**config.mk**
```make
export PLATFORM = sky130hd
export DESIGN_NAME = imm_gen_stage
export DESIGN_NICKNAME = d
export VERILOG_FILES = /design/src/rtl/imm_gen_stage.sv
export SDC_FILE = /design/constraint.sdc
export NUM_CORES = 1
export LEC_CHECK = 0
export BUFFER_PORTS_ARGS = -buffer_cell sky130_fd_sc_hd__buf_4
export CORE_MARGIN = 2
export CORE_UTILIZATION = 62
export CTS_BUF_LIST = sky130_fd_sc_hd__clkbuf_4 sky130_fd_sc_hd__clkbuf_8
export DETAILED_ROUTE_END_ITERATION = 12
export GPL_ROUTABILITY_DRIVEN = 0
export PLACE_DENSITY = 0.84
export REMOVE_ABC_BUFFERS = 1
export SETUP_SLACK_MARGIN = 0.3
export SYNTH_ARGS = -nofsm -noshare
export SYNTH_HDL_FRONTEND = slang
export SYNTH_SLANG_ARGS = --single-unit
```
**constraint.sdc**
```tcl
create_clock -name clk -period 8.6 [get_ports clk]
set_clock_uncertainty 0.2 [all_clocks]
set_input_delay 0.43 -clock clk [delete_from_list [all_inputs] [get_ports clk]]
set_output_delay 0.43 -clock clk [all_outputs]
set_load 0.01 [all_outputs]
```
**src/rtl/imm_gen_stage.sv**
```systemverilog
// Immediate-generation pipeline stage: decodes the RV32I/RV64I immediate
// of each fetched word and hands it to decode through a 2-entry skid buffer.
module imm_gen_stage #(
  parameter int XLEN       = 32,
  parameter bit EN_ZIMM    = 1'b1,
  parameter bit SHAMT_MODE = 1'b1
) (
  input  logic            clk,
  input  logic            rst,
  input  logic            flush,
  input  logic            in_valid,
  output logic            in_ready,
  input  logic [31:0]     in_inst,
  output logic            out_valid,
  input  logic            out_ready,
  output logic [31:0]     out_inst,
  output logic [XLEN-1:0] out_imm,
  output logic [2:0]      out_fmt
);

  localparam logic [6:0] OP_LOAD   = 7'b0000011;
  localparam logic [6:0] OP_IMM    = 7'b0010011;
  localparam logic [6:0] OP_JALR   = 7'b1100111;
  localparam logic [6:0] OP_IMM32  = 7'b0011011;
  localparam logic [6:0] OP_STORE  = 7'b0100011;
  localparam logic [6:0] OP_BRANCH = 7'b1100011;
  localparam logic [6:0] OP_LUI    = 7'b0110111;
  localparam logic [6:0] OP_AUIPC  = 7'b0010111;
  localparam logic [6:0] OP_JAL    = 7'b1101111;
  localparam logic [6:0] OP_SYSTEM = 7'b1110011;

  localparam logic [2:0] FMT_NONE = 3'd0;
  localparam logic [2:0] FMT_I    = 3'd1;
  localparam logic [2:0] FMT_S    = 3'd2;
  localparam logic [2:0] FMT_B    = 3'd3;
  localparam logic [2:0] FMT_U    = 3'd4;
  localparam logic [2:0] FMT_J    = 3'd5;
  localparam logic [2:0] FMT_Z    = 3'd6;

  typedef enum logic [1:0] {
    ST_EMPTY,
    ST_ONE,
    ST_FULL
  } state_e;

  typedef struct packed {
    logic [31:0]     inst;
    logic [XLEN-1:0] imm;
    logic [2:0]      fmt;
  } entry_t;

  state_e state_q, state_d;
  entry_t head_q, head_d;
  entry_t skid_q, skid_d;
  entry_t dec;

  logic [6:0] opc;
  logic [2:0] f3;
  logic       is_shift;
  logic       accept;
  logic       pop;

  assign opc      = in_inst[6:0];
  assign f3       = in_inst[14:12];
  assign is_shift = SHAMT_MODE && (f3 == 3'b001 || f3 == 3'b101);

  assign in_ready  = (state_q != ST_FULL);
  assign out_valid = (state_q != ST_EMPTY);
  assign accept    = in_valid & in_ready;
  assign pop       = out_valid & out_ready;

  assign out_inst = head_q.inst;
  assign out_imm  = head_q.imm;
  assign out_fmt  = head_q.fmt;

  // Decode format and extended immediate of the incoming word.
  always_comb begin
    dec      = '0;
    dec.inst = in_inst;
    case (opc)
      OP_LOAD, OP_JALR: begin
        dec.fmt = FMT_I;
        dec.imm = XLEN'($signed(in_inst[31:20]));
      end
      OP_IMM: begin
        dec.fmt = FMT_I;
        if (is_shift) begin
          if (XLEN == 64)
            dec.imm = XLEN'(in_inst[25:20]);
          else
            dec.imm = XLEN'(in_inst[24:20]);
        end else begin
          dec.imm = XLEN'($signed(in_inst[31:20]));
        end
      end
      OP_IMM32: begin
        if (XLEN == 64) begin
          dec.fmt = FMT_I;
          if (is_shift)
            dec.imm = XLEN'(in_inst[24:20]);
          else
            dec.imm = XLEN'($signed(in_inst[31:20]));
        end
      end
      OP_STORE: begin
        dec.fmt = FMT_S;
        dec.imm = XLEN'($signed({in_inst[31:25],
                                 in_inst[11:7]}));
      end
      OP_BRANCH: begin
        dec.fmt = FMT_B;
        dec.imm = XLEN'($signed({in_inst[31],
                                 in_inst[7],
                                 in_inst[30:25],
                                 in_inst[11:8],
                                 1'b0}));
      end
      OP_LUI, OP_AUIPC: begin
        dec.fmt = FMT_U;
        dec.imm = XLEN'($signed({in_inst[31:12],
                                 12'b0}));
      end
      OP_JAL: begin
        dec.fmt = FMT_J;
        dec.imm = XLEN'($signed({in_inst[31],
                                 in_inst[19:12],
                                 in_inst[20],
                                 in_inst[30:21],
                                 1'b0}));
      end
      OP_SYSTEM: begin
        if (EN_ZIMM && f3 != 3'b000) begin
          dec.fmt = FMT_Z;
          dec.imm = XLEN'(in_inst[19:15]);
        end
      end
      default: begin
        dec.fmt = FMT_NONE;
      end
    endcase
  end

  // Skid-buffer next state; flush wins over any accept or pop.
  always_comb begin
    state_d = state_q;
    head_d  = head_q;
    skid_d  = skid_q;
    if (flush) begin
      state_d = ST_EMPTY;
      head_d  = '0;
      skid_d  = '0;
    end else begin
      unique case (state_q)
        ST_EMPTY: begin
          if (accept) begin
            head_d  = dec;
            state_d = ST_ONE;
          end
        end
        ST_ONE: begin
          if (accept && !pop) begin
            skid_d  = dec;
            state_d = ST_FULL;
          end else if (accept && pop) begin
            head_d  = dec;
          end else if (pop) begin
            state_d = ST_EMPTY;
          end
        end
        ST_FULL: begin
          if (pop) begin
            head_d  = skid_q;
            state_d = ST_ONE;
          end
        end
        default: begin
          state_d = ST_EMPTY;
        end
      endcase
    end
  end

  // State and entry registers, cleared asynchronously.
  always_ff @(posedge clk or posedge rst) begin
    if (rst) begin
      state_q <= ST_EMPTY;
      head_q  <= '0;
      skid_q  <= '0;
    end else begin
      state_q <= state_d;
      head_q  <= head_d;
      skid_q  <= skid_d;
    end
  end

endmodule

```
; After elaboration in Yosys (flattened, before gate mapping)
; Cells that the tools add are included.
[word_totals]
rom_bits = 0
latch_bits = 0
out_inout_bits = 69
ram_bits = 0
wordCells = 65
in_bits = 37
reg_bits = 136
n_memories = 0
[op_classes]
eq_ne = 20
muxes = 20
n_mul = 0
n_lt_le_gt_ge = 0
shift = 0
n_reduce_logical = 16
bitwise = 2
add_sub_neg = 0
n_div = 0
[ops]
columns = operator, n
row1 = 67-bit two-way mux, 8
row2 = 32-bit case mux with 7 select lines, 1
row3 = 67-bit case mux with 3 select lines, 1
row4 = 32-bit two-way mux, 1
row5 = "7-bit == test, second input constant", 4
row6 = 3-bit case mux with 6 select lines, 1
row7 = "7-bit by 5-bit == test with 1-bit output, second input constant", 2
row8 = "7-bit by 6-bit == test with 1-bit output, second input constant", 2
row9 = 2-bit two-way mux, 6
row10 = "3-bit != test, second input constant", 4
row11 = 8-bit two-way mux, 1
row12 = "4-bit != test, second input constant", 2
row13 = "7-bit by 2-bit == test with 1-bit output, second input constant", 1
row14 = 2-bit case mux with 3 select lines, 1
row15 = 2-bit nonzero test, 3
row16 = 5-bit AND reduction, 1
row17 = 4-bit AND reduction, 1
row18 = 4-bit nonzero test, 1
row19 = 2-bit OR reduction, 2
row20 = "3-bit by 1-bit == test with 1-bit output, second input constant", 1
row21 = "3-bit == test, second input constant", 1
row22 = 3-bit nonzero test, 1
row23 = 3-bit OR reduction, 1
row24 = 1-bit AND, 2
row25 = 8 further kinds, 9

; Longest topological paths before layout
; Gate-level depths: netlist of the first run.
[logic_depth]
depth_word = 8
mapped_depth = 9
ltp_nobuf = 7

; Worst setup path after synthesis of the first run
; Ideal clock, no wire load.
[synth_timing]
path_type = register to register
start = register state_q[0]
end = register head_q (netlist bit out_imm[0])
n_path_buf = 1
slack_ps = 6461
stages_incl_launch_ff = 9
t_arrival_ps = 1819
required_ps = 8280
setup_time_ps = 120
synth_period_minus_slack_ps = 2139
cell_sequence = dfrtp_1 > inv_1 > ha_1 > inv_1 > nor4_1 > nor4_2 > buf_4 > a22o_1 > a31o_1
[synth_between]
elab_chain_cells = 6
word_cells_on_any_way = 18
classes_between = eq/ne (7) / mux (2) / bitwise (2) / reduce/logical (7)
[synth_rtl]
columns = item, line
row1 = start: declaration, 52  ; state_e state_q, state_d;
row2 = start signal: assignment, 190  ; state_q <= state_d;
row3 = 2-bit nonzero test *, 68  ; assign out_valid = (state_q != ST_EMPTY);
row4 = net out_valid, 14  ; output logic out_valid,
row5 = 1-bit AND *, 70  ; assign pop = out_valid & out_ready;
row6 = 1-bit logical NOT, 161  ; if (accept && !pop) begin
row7 = 1-bit logical AND, 161
row8 = 3-bit != test (no source line), --
row9 = 5-bit AND reduction (no source line) *, --
row10 = end signal: assignment, 187  ; head_q <= '0;
row11 = end signal: assignment, 191  ; head_q <= head_d;
row12 = end: declaration, 53  ; entry_t head_q, head_d;
; Mark *: on every way through the listed nets, which the timed path passes. The rest lies on a longest branch.
; A chain may end at the register's enable or synchronous reset.

; Final worst setup path of the first run
[layout_timing]
start = register state_q[0]
end = register head_q (netlist bit out_imm[1])
[layout_between]
elab_chain_cells = 6
word_cells_on_any_way = 18
classes_between = eq/ne (7) / mux (2) / bitwise (2) / reduce/logical (7)
[layout_rtl]
columns = item, line
row1 = 2-bit nonzero test, 68
row2 = 1-bit AND, 70
row3 = 1-bit logical NOT, 161
row4 = 1-bit logical AND, 161
row5 = 3-bit != test (no source line), --
row6 = 5-bit AND reduction (no source line), --
; Parallel ways exist; a longest one is shown, timed or not.

==> PnR_summary.wiki, run 1 <==
{| class="wikitable"
! Metric !! Value
|-
| Status || finished clean
|-
| Via/cell ratio || 6.29
|-
| Initial core utilization || approximately 64%
|-
| Number of clock buffers inserted by TritonCTS || 17
|-
| Gr usage total || a little under a third
|-
| Arrival time at the worst endpoint || roughly 3.7 ns
|-
| Number of port buffers || about 110
|-
| CTS Root Buffer Type || sky130_fd_sc_hd__clkbuf_8
|-
| Count of nets left with antenna violations after detail routing || 0
|-
| Clk network pwr share || between 30% and 40%
|-
| Via count of the first global-routing pass || slightly below 5000
|-
| Pin count of the biggest net entering global routing || 87
|-
| Share of synthesized area occupied by flip-flops and latches || 55.0%
|-
| Count of pins on the block boundary || 106
|-
| Type of the most critical hold path || in -> reg
|-
| CTS HTree Levels || 4
|-
| Core area || 0.00973 mm^2
|-
| WL per Instance || 19.8 um
|-
| CP Launch Type || flip-flop
|-
| Overflow left after global routing || 0
|-
| Final non-filler cell area || approximately 0.0074 mm^2
|-
| Unrepaired setup endpoints after global routing || no
|-
| Number of flops mapped to enable cells by yosys || 0
|-
| Flip-flop and latch count after synthesis || around 140
|-
| Post-place instance area || around 0.007 mm^2
|-
| Synthesized instance count || about 570
|-
| Final Hold Viols || 0
|-
| Fraction of registers with async set/reset || 100%
|-
| Final max-slew violation count || 0
|-
| Total length of routed wires || approximately 16000 um
|-
| Portion of total power attributed to sequential cells || a little under half
|-
| Maximum ir drop on the vdd rail || 0.000117 V
|-
| Number of fill cells || around 700
|-
| Number of failing setup endpoints in the final timing report || 0
|-
| Number of antenna violations at the first check in global routing || 0
|-
| Via count || 5025
|-
| Critical path capture point type || flip-flop
|-
| Number of DRC markers in iteration 0 || around 440
|-
| Wire length of the first global-routing pass || ~26000 um
|-
| Portion of the clock cycle consumed by the worst path in the final layout || between 40% and 50%
|-
| Synth warn || 0
|-
| 1st-pass router iterations || 5
|-
| Highest clock frequency the design can meet || between 0.2 and 0.3 GHz
|-
| CP Max Fanout || between 40 and 50
|-
| Series of cell instances along the critical path || inv_1 > ha_2 > buf_4 > nand2b_1 > o21ai_1 > nor3b_2 > nand2_1 > o21ai_0
|-
| Worst rel slew slack || 16.9%
|-
| Slew at the pin closest to its max-slew limit || 1.24 ns
|-
| Netlist area before placement || 0.00619 mm^2
|-
| Period minus WS final || 3.51 ns
|-
| Die boundary height || 104 um
|-
| Worst path required time || just under 9 ns
|-
| Sw frac || between 20 and 30%
|-
| Unique masters post-synth || 58
|-
| Ys flop type || sky130_fd_sc_hd__dfrtp_1
|-
| Number of rows created at floorplan || 36
|-
| Horiz. Die Dim || between 100 and 150 um
|-
| Critical path start-end classification || reg -> reg
|-
| Clock network latency to the later pin of the worst-skew pair || 0.44 ns
|-
| Proportion of layout cells with a drive suffix above 1 || 24.5%
|-
| DP HPWL || roughly 10000 um
|-
| Cell internal pwr || ~1.1 mW
|-
| Power Dens Cells || approximately 210 mW/mm^2
|-
| Critical-path top delay cell || sky130_fd_sc_hd__nor3b_2
|-
| Post-Syn Area per Cell || around 11 um^2
|-
| Fraction of power consumed by combinational cells || 19.8%
|-
| Ant. Diodes || 0
|-
| Clock transition at the registers of the reported paths || ~0.07 ns
|-
| Sink Count || between 100 and 150
|-
| Switching power || about 0.47 mW
|-
| Post-CTS Setup Inserts || 0
|-
| Max-capacitance violation count || 0
|-
| Final TNS setup || 0 ns
|-
| Total Nets Final || around 690
|-
| TritonCTS clock tree || built
|-
| Area grow syn2layout || 19.7%
|-
| Maximum clock insertion buffer count || 2
|-
| Area of the die || 0.0108 mm^2
|-
| DRC Markers || 0
|-
| Delay of the slowest critical-path stage || 1.00 ns
|-
| Leakage power || around 3.5 nW
|}
[per-layer routing]
layer  up-vias  wire length, um  global-route usage, %
met5         -                0                      0
li1       2259                -                      -
met1      2516             6700                   41.1
met4         0              235                   10.3
met3        27             1110                   7.46
met2       223             7730                   47.4
[cell type report]
cell class	count	area (um^2)	share of cell area, %
Sequential cell	136	3400	46.0
Multi-Input combinational cell	375	2520	34.1
Timing Repair Buffer	113	851	11.5
Clock buffer	20	269	3.63
Tap cell	133	166	2.25
Clock inverter	12	150	2.03
Inverter	10	40.0	0.541
[synth_stat cells, types with 3 or more instances]
library cell	count	area (um^2)
sky130_fd_sc_hd__nor2_1	10	37.5
sky130_fd_sc_hd__a22o_1	50	438
sky130_fd_sc_hd__buf_6	5	56.3
sky130_fd_sc_hd__nor4_2	3	37.5
sky130_fd_sc_hd__o21ai_1	50	250
sky130_fd_sc_hd__a22oi_1	11	82.6
sky130_fd_sc_hd__nand2_1	69	259
sky130_fd_sc_hd__and2_1	3	18.8
sky130_fd_sc_hd__clkbuf_1	14	52.6
sky130_fd_sc_hd__ha_1	4	50.1
sky130_fd_sc_hd__nand2b_1	6	37.5
sky130_fd_sc_hd__a21o_1	6	45.0
sky130_fd_sc_hd__buf_2	20	100
sky130_fd_sc_hd__mux2i_1	32	320
sky130_fd_sc_hd__a21oi_1	23	115
sky130_fd_sc_hd__o21ai_0	40	200
sky130_fd_sc_hd__a31oi_1	4	25.0
sky130_fd_sc_hd__inv_1	9	33.8
sky130_fd_sc_hd__nor2b_1	4	25.0
sky130_fd_sc_hd__a221o_1	17	170
sky130_fd_sc_hd__buf_4	5	37.5
sky130_fd_sc_hd__dfrtp_1	136	3400
[timing repair]
action,4_1_cts,5_1_grt
hold buffers,1,0
resized for setup,0,0
endpoints found under the hold margin,50,0
[state kept, by name, indices dropped and copies added (netlist names)]
signal,count
out_inst,32
out_fmt,3
out_imm,32
state_q,2
skid_q,67
[worst max-delay path: cells and delay by family, from the launching register on]
family	cells	cell delay (ns)
DFF	1	0.42
adders and majority gates	1	0.18
buffers and inverters	2	0.41
AOI/OAI and AO/OA	2	0.48
and+or+nand+nor	3	1.72
[path summary, 6_finish.rpt]
| path | start | end | slack (ns) | cells past startpoint |
|---|---|---|---|---|
| setup / recovery | state_q[0] | out_imm[1] | 5.09 | 8 |
| hold / removal | in_inst[8] | skid_q[43] | 0.04 | 2 |
| setup reg to reg | state_q[0] | out_imm[1] | 5.09 | 8 |
| hold reg to reg | out_inst[21] | out_inst[21] | 0.28 | 2 |
| max in group asynchronous | rst | out_fmt[0] | 6.27 | 4 |
| min in group asynchronous | rst | skid_q[58] | 0.44 | 3 |
[per-stage QoR]
step	utilization [%]	total power, mW	hold slack (ns)	cells	setup slack (ns)
finish	76.1	1.58	0.0377	799	5.09
global route	76.1	1.65	0.0339	799	4.82
CTS	76.1	1.59	0.0183	799	5.12
detailed placement	71.7	1.04	0.272	766	5.17
global placement	71.7	1.03	0.259	766	5.32
floorplan	-	0.896	0.245	521	2.96
[power groups by stage]
stage,Combinational [mW],Clock [mW],Sequential [mW]
2_1_floorplan,0.157,0,0.739
3_3_place_gp,0.305,0,0.725
3_5_place_dp,0.313,0,0.729
4_1_cts,0.315,0.554,0.717
5_1_grt,0.341,0.583,0.723
6_report,0.314,0.552,0.717
[cell families after synthesis]
logic type               synth area share, %
AO/OA/AOI/OAI                           24.2
AND/OR/NAND/NOR                         10.0
flip-flops                              55.0
multiplexers                            5.36
buffers and inverters                   4.59
adder cells (fa/ha/maj)                0.809
[layout by cell type, fill, tap and decap left out, types with 3 or more instances in the layout]
| master | instances |
|---|---|
| sky130_fd_sc_hd__a21o_1 | 6 |
| sky130_fd_sc_hd__a21oi_1 | 23 |
| sky130_fd_sc_hd__a221o_1 | 17 |
| sky130_fd_sc_hd__a22o_1 | 50 |
| sky130_fd_sc_hd__a22oi_1 | 11 |
| sky130_fd_sc_hd__a31oi_1 | 3 |
| sky130_fd_sc_hd__and2_1 | 3 |
| sky130_fd_sc_hd__buf_4 | 112 |
| sky130_fd_sc_hd__bufinv_16 | 3 |
| sky130_fd_sc_hd__clkbuf_8 | 19 |
| sky130_fd_sc_hd__clkinv_2 | 4 |
| sky130_fd_sc_hd__clkinvlp_4 | 3 |
| sky130_fd_sc_hd__dfrtp_1 | 136 |
| sky130_fd_sc_hd__ha_1 | 3 |
| sky130_fd_sc_hd__inv_1 | 8 |
| sky130_fd_sc_hd__mux2i_1 | 32 |
| sky130_fd_sc_hd__nand2_1 | 69 |
| sky130_fd_sc_hd__nand2b_1 | 6 |
| sky130_fd_sc_hd__nor2_1 | 10 |
| sky130_fd_sc_hd__nor2b_1 | 4 |
| sky130_fd_sc_hd__o21ai_0 | 40 |
| sky130_fd_sc_hd__o21ai_1 | 50 |
Power figures use the tool's default switching activity.
==> inputs of run 2 (changes only) <==
- CORE_UTILIZATION: 62 -> 58
- PLACE_DENSITY: 0.84 -> 0.79
- clock period: 8.6 -> 3.7 ns (I/O delays scaled with it)
==> run 2 against run 1 <==
Effect of this change: die area rose by 6.6%; utilization fell by 0.47 points; maximum frequency rose by 29%; via count rose by 4.2%; first-iteration DRC count rose by 18%; sequential power rose by 130%; total power rose by 140%; sequential share of layout area fell by 2.4 points; non-clock buffer count rose by 41; register-to-register slack got worse by 4.1 ns; cell count rose by 5.5%.
==> PnR_summary.wiki, run 2 (synthesis gave the netlist of run 1 again) <==
{| class="wikitable"
! Metric !! Value
|-
| Status || finished clean
|-
| Fraction of power consumed by combinational cells || 20.8%
|-
| Max-capacitance violation count || 0
|-
| Count of nets left with antenna violations after detail routing || 0
|-
| CTS Root Buffer Type || sky130_fd_sc_hd__clkbuf_8
|-
| Register name with the most flops || skid_q
|-
| Number of instances resized during post-cts repair || 0
|-
| Number of cells on the worst reg-to-reg path || 9
|-
| Leakage power || ~3.6 nW
|-
| Unrepaired setup endpoints after global routing || no
|-
| Highest-count cells in the layout ignoring fill and taps || sky130_fd_sc_hd__dfrtp_1, sky130_fd_sc_hd__buf_4, sky130_fd_sc_hd__nand2_1
|-
| Final TNS setup || 0 ns
|-
| Slew at the pin closest to its max-slew limit || 0.977 ns
|-
| Area grow syn2layout || 26.2%
|-
| Gr usage total || about 30%
|-
| Critical path capture point type || flip-flop
|-
| Area of the die || between 0.01 and 0.015 mm^2
|-
| Number of port buffers || around 110
|-
| Sw frac || roughly 30%
|-
| Clock transition at the registers of the reported paths || about 0.070 ns
|-
| Depth of the worst hold-timing path || 5
|-
| Maximum ir drop on the vdd rail || 0.000358 V
|-
| Leading cell type in the layout, fill and taps excluded || sky130_fd_sc_hd__dfrtp_1
|-
| TritonCTS clock tree || built
|-
| Number of DRC markers in iteration 0 || ~520
|-
| Series of cell instances along the critical path || inv_1 > ha_2 > buf_4 > nand2b_1 > a22oi_2 > or3b_1 > buf_4 > nor3_4 > a21o_1
|-
| Cell internal pwr || 2.64 mW
|-
| Number of cells on the critical path || 9
|-
| Clk network pwr share || 34.7%
|-
| Critical path start-end classification || reg -> reg
|-
| Critical-path top delay cell || sky130_fd_sc_hd__dfrtp_1
|-
| Maximum clock insertion buffer count || 2
|-
| Final standard cell count with taps included and fillers excluded || around 840
|-
| Core area || around 0.010 mm^2
|-
| Largest register FFs || between 60 and 70
|-
| Horiz. Die Dim || ~110 um
|-
| Highest clock frequency the design can meet || about 0.37 GHz
|-
| Switching power || approximately 1.1 mW
|-
| Portion of the clock cycle consumed by the worst path in the final layout || around three quarters
|-
| Sink Count || 136
|-
| WL per Instance || between 15 and 20 um
|-
| Number of clock buffers inserted by TritonCTS || 17
|-
| Final non-filler cell area || between 0.007 and 0.008 mm^2
|-
| 1st-pass router iterations || 5
|-
| CTS HTree Levels || 4
|-
| Power Dens Cells || around 480 mW/mm^2
|-
| Number of failing setup endpoints in the final timing report || 0
|-
| Overall power || between 3 and 4 mW
|-
| Clock network latency to the later pin of the worst-skew pair || approximately 0.44 ns
|-
| Worst path required time || 3.83 ns
|-
| Buffers & Inverters on Critical Path || 3
|-
| Setup slack on the worst flop-to-flop path || 0.98 ns
|-
| Worst rel slew slack || about a third
|-
| Cell Count Post-Placement || 777
|-
| Ant. Diodes || 0
|-
| Overflow left after global routing || 0
|-
| Pin count of the biggest net entering global routing || 74
|-
| Type of the most critical hold path || in -> reg
|-
| Arrival time at the worst endpoint || between 2 and 3 ns
|-
| Post-place instance area || 0.00704 mm^2
|-
| Total length of routed wires || approximately 16000 um
|-
| Total Nets Final || 735
|-
| Via count of the first global-routing pass || 5170
|-
| Period minus WS final || ~2.7 ns
|-
| Library cell appearing most often on the critical path || sky130_fd_sc_hd__buf_4
|-
| Utilization after layout || between 70% and 80%
|-
| Via/cell ratio || between 6 and 7
|-
| Delay of the slowest critical-path stage || about 0.42 ns
|-
| CP Max Fanout || 19
|-
| CP Launch Type || flip-flop
|-
| Final Hold Viols || 0
|-
| Final max-slew violation count || 0
|-
| Count of pins on the block boundary || 106
|-
| Number of rows created at floorplan || 37
|-
| Via count || 5237
|-
| Portion of total power attributed to sequential cells || 44.5%
|-
| Number of antenna violations at the first check in global routing || 0
|-
| DP HPWL || 10600 um
|-
| Proportion of layout cells with a drive suffix above 1 || 24.2%
|-
| Die boundary height || between 100 and 150 um
|-
| DRC Markers || 0
|-
| Initial core utilization || 59.9%
|-
| Kind of cell adding the most delay to the critical path || buffers and inverters
|-
| Wire length of the first global-routing pass || 27100 um
|}
-- run 2: per-layer routing --
layer	GRT usage (%)	part of all wire [%]
met1	42.4	42
met2	47.7	50
met3	7.32	6.9
met4	9.93	1.4
met5	0	0
-- run 2: layout make-up --
cell class              count  area [um^2]
clock buffers              21          283
clock inverters            11          146
fillers                   705         2510
inverters                  10         40.0
multi-input cells         375         2520
flip-flops and latches    136         3400
well taps                 136          170
repair buffers            154         1240
-- run 2: worst register-to-register path: stages, from the launching register on --
cell and delay (ns):
sky130_fd_sc_hd__dfrtp_1 0.42, sky130_fd_sc_hd__inv_1 0.10, sky130_fd_sc_hd__ha_2 0.41, sky130_fd_sc_hd__buf_4 0.38
sky130_fd_sc_hd__nand2b_1 0.13, sky130_fd_sc_hd__a22oi_2 0.24, sky130_fd_sc_hd__or3b_1 0.18, sky130_fd_sc_hd__buf_4 0.25
sky130_fd_sc_hd__nor3_4 0.09, sky130_fd_sc_hd__a21o_1 0.20
-- run 2: stage by stage --
| stage | hold slack, ns | worst slack (ns) |
|---|---|---|
| 2_1_floorplan | 0.0997 | -1.94 |
| 3_3_place_gp | 0.234 | 1.08 |
| 3_5_place_dp | 0.237 | 1.01 |
| 4_1_cts | 0.162 | 1.01 |
| 5_1_grt | 0.200 | 0.790 |
| 6_report | 0.194 | 0.978 |
-- run 2: final timing paths --
check / from / endpoint
worst max-delay path: state_q[0] / out_imm[6]
worst min-delay path: in_valid / state_q[0]
worst max register to register: state_q[0] / out_imm[6]
worst min register to register: skid_q[66] / skid_q[66]
max in group asynchronous: rst / out_imm[6]
min in group asynchronous: rst / out_inst[31]
-- run 2: repair_timing --
item,CTS,global route
endpoints found under the hold margin,196,0
hold buffers,34,0
setup buffers,0,0
-- run 2: power by group through the flow --
stage / combinational (mW) / sequential [mW] / clock (mW)
floorplan: 0.365 / 1.72 / 0
global placement: 0.735 / 1.69 / 0
detailed placement: 0.744 / 1.69 / 0
CTS: 0.777 / 1.67 / 1.31
global route: 0.851 / 1.68 / 1.39
finish: 0.781 / 1.67 / 1.30
==> inputs of run 3 (changes only) <==
- clock period: 3.7 -> 2.8 ns (I/O delays scaled with it)
==> run 3 against run 2 <==
Effect of this change: via count up 3.2%; cell area up 2.7%; utilization up 2.1 points; sequential cell count unchanged; count of clock-buffer cells in the layout up 2; critical path type unchanged.
==> PnR_summary.wiki, run 3 (synthesis gave the netlist of run 1 again) <==
{| class="wikitable"
! Metric !! Value
|-
| Post-placement worst setup slack || -0.116 ns
|-
| DP HPWL || approximately 11000 um
|-
| Number of failing setup endpoints in the final timing report || 0
|-
| Cell Count Post-Placement || 786
|-
| Series of cell instances along the critical path || buf_4 > ha_2 > nand2b_1 > o21ai_1 > or3b_4 > buf_4 > o31ai_1
|-
| CP Launch Type || flip-flop
|-
| Overall power || a little over 5 mW
|-
| Portion of the clock cycle consumed by the worst path in the final layout || 88.2%
|-
| Area grow syn2layout || 29.7%
|-
| Total length of routed wires || around 17000 um
|-
| WL per Instance || around 20 um
|-
| Leakage power || 3.74 nW
|-
| Clock transition at the registers of the reported paths || roughly 0.08 ns
|-
| DRC Markers || 0
|-
| Critical path capture point type || flip-flop
|-
| CP Max Fanout || 16
|-
| Slew at the pin closest to its max-slew limit || between 1 and 1.5 ns
|-
| Largest register FFs || 67
|-
| Status || finished clean
|-
| Number of rows created at floorplan || 37
|-
| Area of the die || roughly 0.012 mm^2
|-
| Highest-count cells in the layout ignoring fill and taps || sky130_fd_sc_hd__dfrtp_1, sky130_fd_sc_hd__buf_4, sky130_fd_sc_hd__nand2_1
|-
| Initial core utilization || between 50 and 60%
|-
| Highest clock frequency the design can meet || roughly 0.4 GHz
|-
| Period minus WS final || around 2.5 ns
|-
| Leading cell type in the layout, fill and taps excluded || sky130_fd_sc_hd__dfrtp_1
|-
| Count of pins on the block boundary || 106
|-
| Worst path required time || roughly 3.0 ns
|-
| Library cell appearing most often on the critical path || sky130_fd_sc_hd__buf_4
|-
| Number of clock buffers inserted by TritonCTS || 17
|-
| Minimum setup slack in the final design || 0.331 ns
|-
| Number of antenna violations at the first check in global routing || 1
|-
| Overflow left after global routing || 0
|-
| Core area || roughly 0.010 mm^2
|-
| Via count || 5405
|-
| Number of DRC markers in iteration 0 || approximately 530
|-
| Pin count of the biggest net entering global routing || between 60 and 70
|-
| Number of port buffers || between 100 and 150
|-
| CTS HTree Levels || 4
|-
| Sink Count || around 140
|-
| Maximum ir drop on the vdd rail || between 0.0004 and 0.0005 V
|-
| Wire length of the first global-routing pass || approximately 28000 um
|-
| Unrepaired setup endpoints after global routing || yes
|-
| Count of nets left with antenna violations after detail routing || 0
|-
| 1st-pass router iterations || 5
|-
| CTS Root Buffer Type || sky130_fd_sc_hd__clkbuf_8
|-
| TritonCTS clock tree || built
|-
| Die boundary height || between 100 and 150 um
|-
| Buffers & Inverters on Critical Path || 2
|-
| Horiz. Die Dim || between 100 and 150 um
|-
| Critical path start-end classification || reg -> reg
|-
| Worst rel slew slack || a little over a quarter
|-
| Via count of the first global-routing pass || 5415
|-
| Critical-path top delay cell || sky130_fd_sc_hd__or3b_4
|-
| Final standard cell count with taps included and fillers excluded || 859
|-
| Total Nets Final || 750
|-
| Gr usage total || between 30% and 40%
|-
| Proportion of layout cells with a drive suffix above 1 || a little over a quarter
|-
| Via/cell ratio || approximately 6.3
|-
| Power Dens Cells || between 600 and 700 mW/mm^2
|-
| Hold slack || approximately 0.094 ns
|-
| Max-capacitance violation count || 0
|-
| Delay of the slowest critical-path stage || roughly 0.45 ns
|-
| Reg-to-reg critical path startpoint || state_q[1]
|-
| Arrival time at the worst endpoint || about 2.6 ns
|-
| Clock network latency to the later pin of the worst-skew pair || around 0.44 ns
|-
| Final Hold Viols || 0
|-
| Type of the most critical hold path || in -> async
|-
| Register name with the most flops || skid_q
|-
| Utilization after layout || between 70% and 80%
|-
| Maximum clock insertion buffer count || 2
|-
| Worst setup startpoint || state_q[1]
|-
| Final max-slew violation count || 0
|-
| Kind of cell adding the most delay to the critical path || simple AND/OR/NAND/NOR gates
|}
## run 3: cell count changes in the layout (fill, tap and decap cells not counted), moves of 2 or more
cell	before	now
sky130_fd_sc_hd__buf_12	0	3
sky130_fd_sc_hd__clkinvlp_4	5	2
sky130_fd_sc_hd__clkinv_4	1	3
sky130_fd_sc_hd__nor4_4	2	4
sky130_fd_sc_hd__buf_4	120	128
sky130_fd_sc_hd__buf_6	0	2
## run 3: cell type report
type                    instances  area [um^2]
diodes                          1         2.50
clock buffers                  23          304
clock inverters                 9          115
fillers                       639         2300
inverters                      10         40.0
multi-input cells             376         2580
flip-flops and latches        136         3400
well taps                     136          170
repair buffers                168         1410
## run 3: worst reg2reg max path, cell delays in order (launching register included)
cell                       delay (ns)
sky130_fd_sc_hd__dfrtp_1         0.37
sky130_fd_sc_hd__buf_4           0.14
sky130_fd_sc_hd__ha_2            0.24
sky130_fd_sc_hd__nand2b_1        0.25
sky130_fd_sc_hd__o21ai_1         0.22
sky130_fd_sc_hd__or3b_4          0.45
sky130_fd_sc_hd__buf_4           0.23
sky130_fd_sc_hd__o31ai_1         0.26
## run 3: repair_timing
item | CTS | global route
pin swaps | 1 | 2
hold buffers | 34 | 0
hold endpoints to repair | 170 | 0
endpoints found under the setup margin | 66 | 40
buffers inserted | 2 | 2
cloned | 1 | 1
gates resized for setup | 4 | 5
## run 3: power breakdown
group          internal (mW)  switching [mW]
Combinational          0.516           0.675
Clock                  0.912           0.769
Sequential              2.11          0.0890
## run 3: metal layers
layer  global-route usage (%)  wire length [um]
met5                        0                 0
met4                     13.8               564
met3                     7.75              1540
met2                     49.8              8410
met1                     41.8              6730
## run 3: path summary, 6_finish.rpt
kind	to	slack [ns]	cells after the start
min reg2reg	skid_q[66]	0.28	2
max in group asynchronous	out_inst[26]	1.50	4
max	out_fmt[1]	0.33	7
min in group clk	skid_q[66]	0.11	5
min	out_inst[30]	0.09	3
max reg2reg	out_fmt[1]	0.33	7
## run 3: per-stage QoR
step           setup TNS (ns)  area (um^2)
4_1_cts                     0         7950
2_1_floorplan         -517.97         5940
3_5_place_dp            -1.79         7130
6_report                    0         8020
5_1_grt                     0         8020
3_3_place_gp          -0.0417         7130
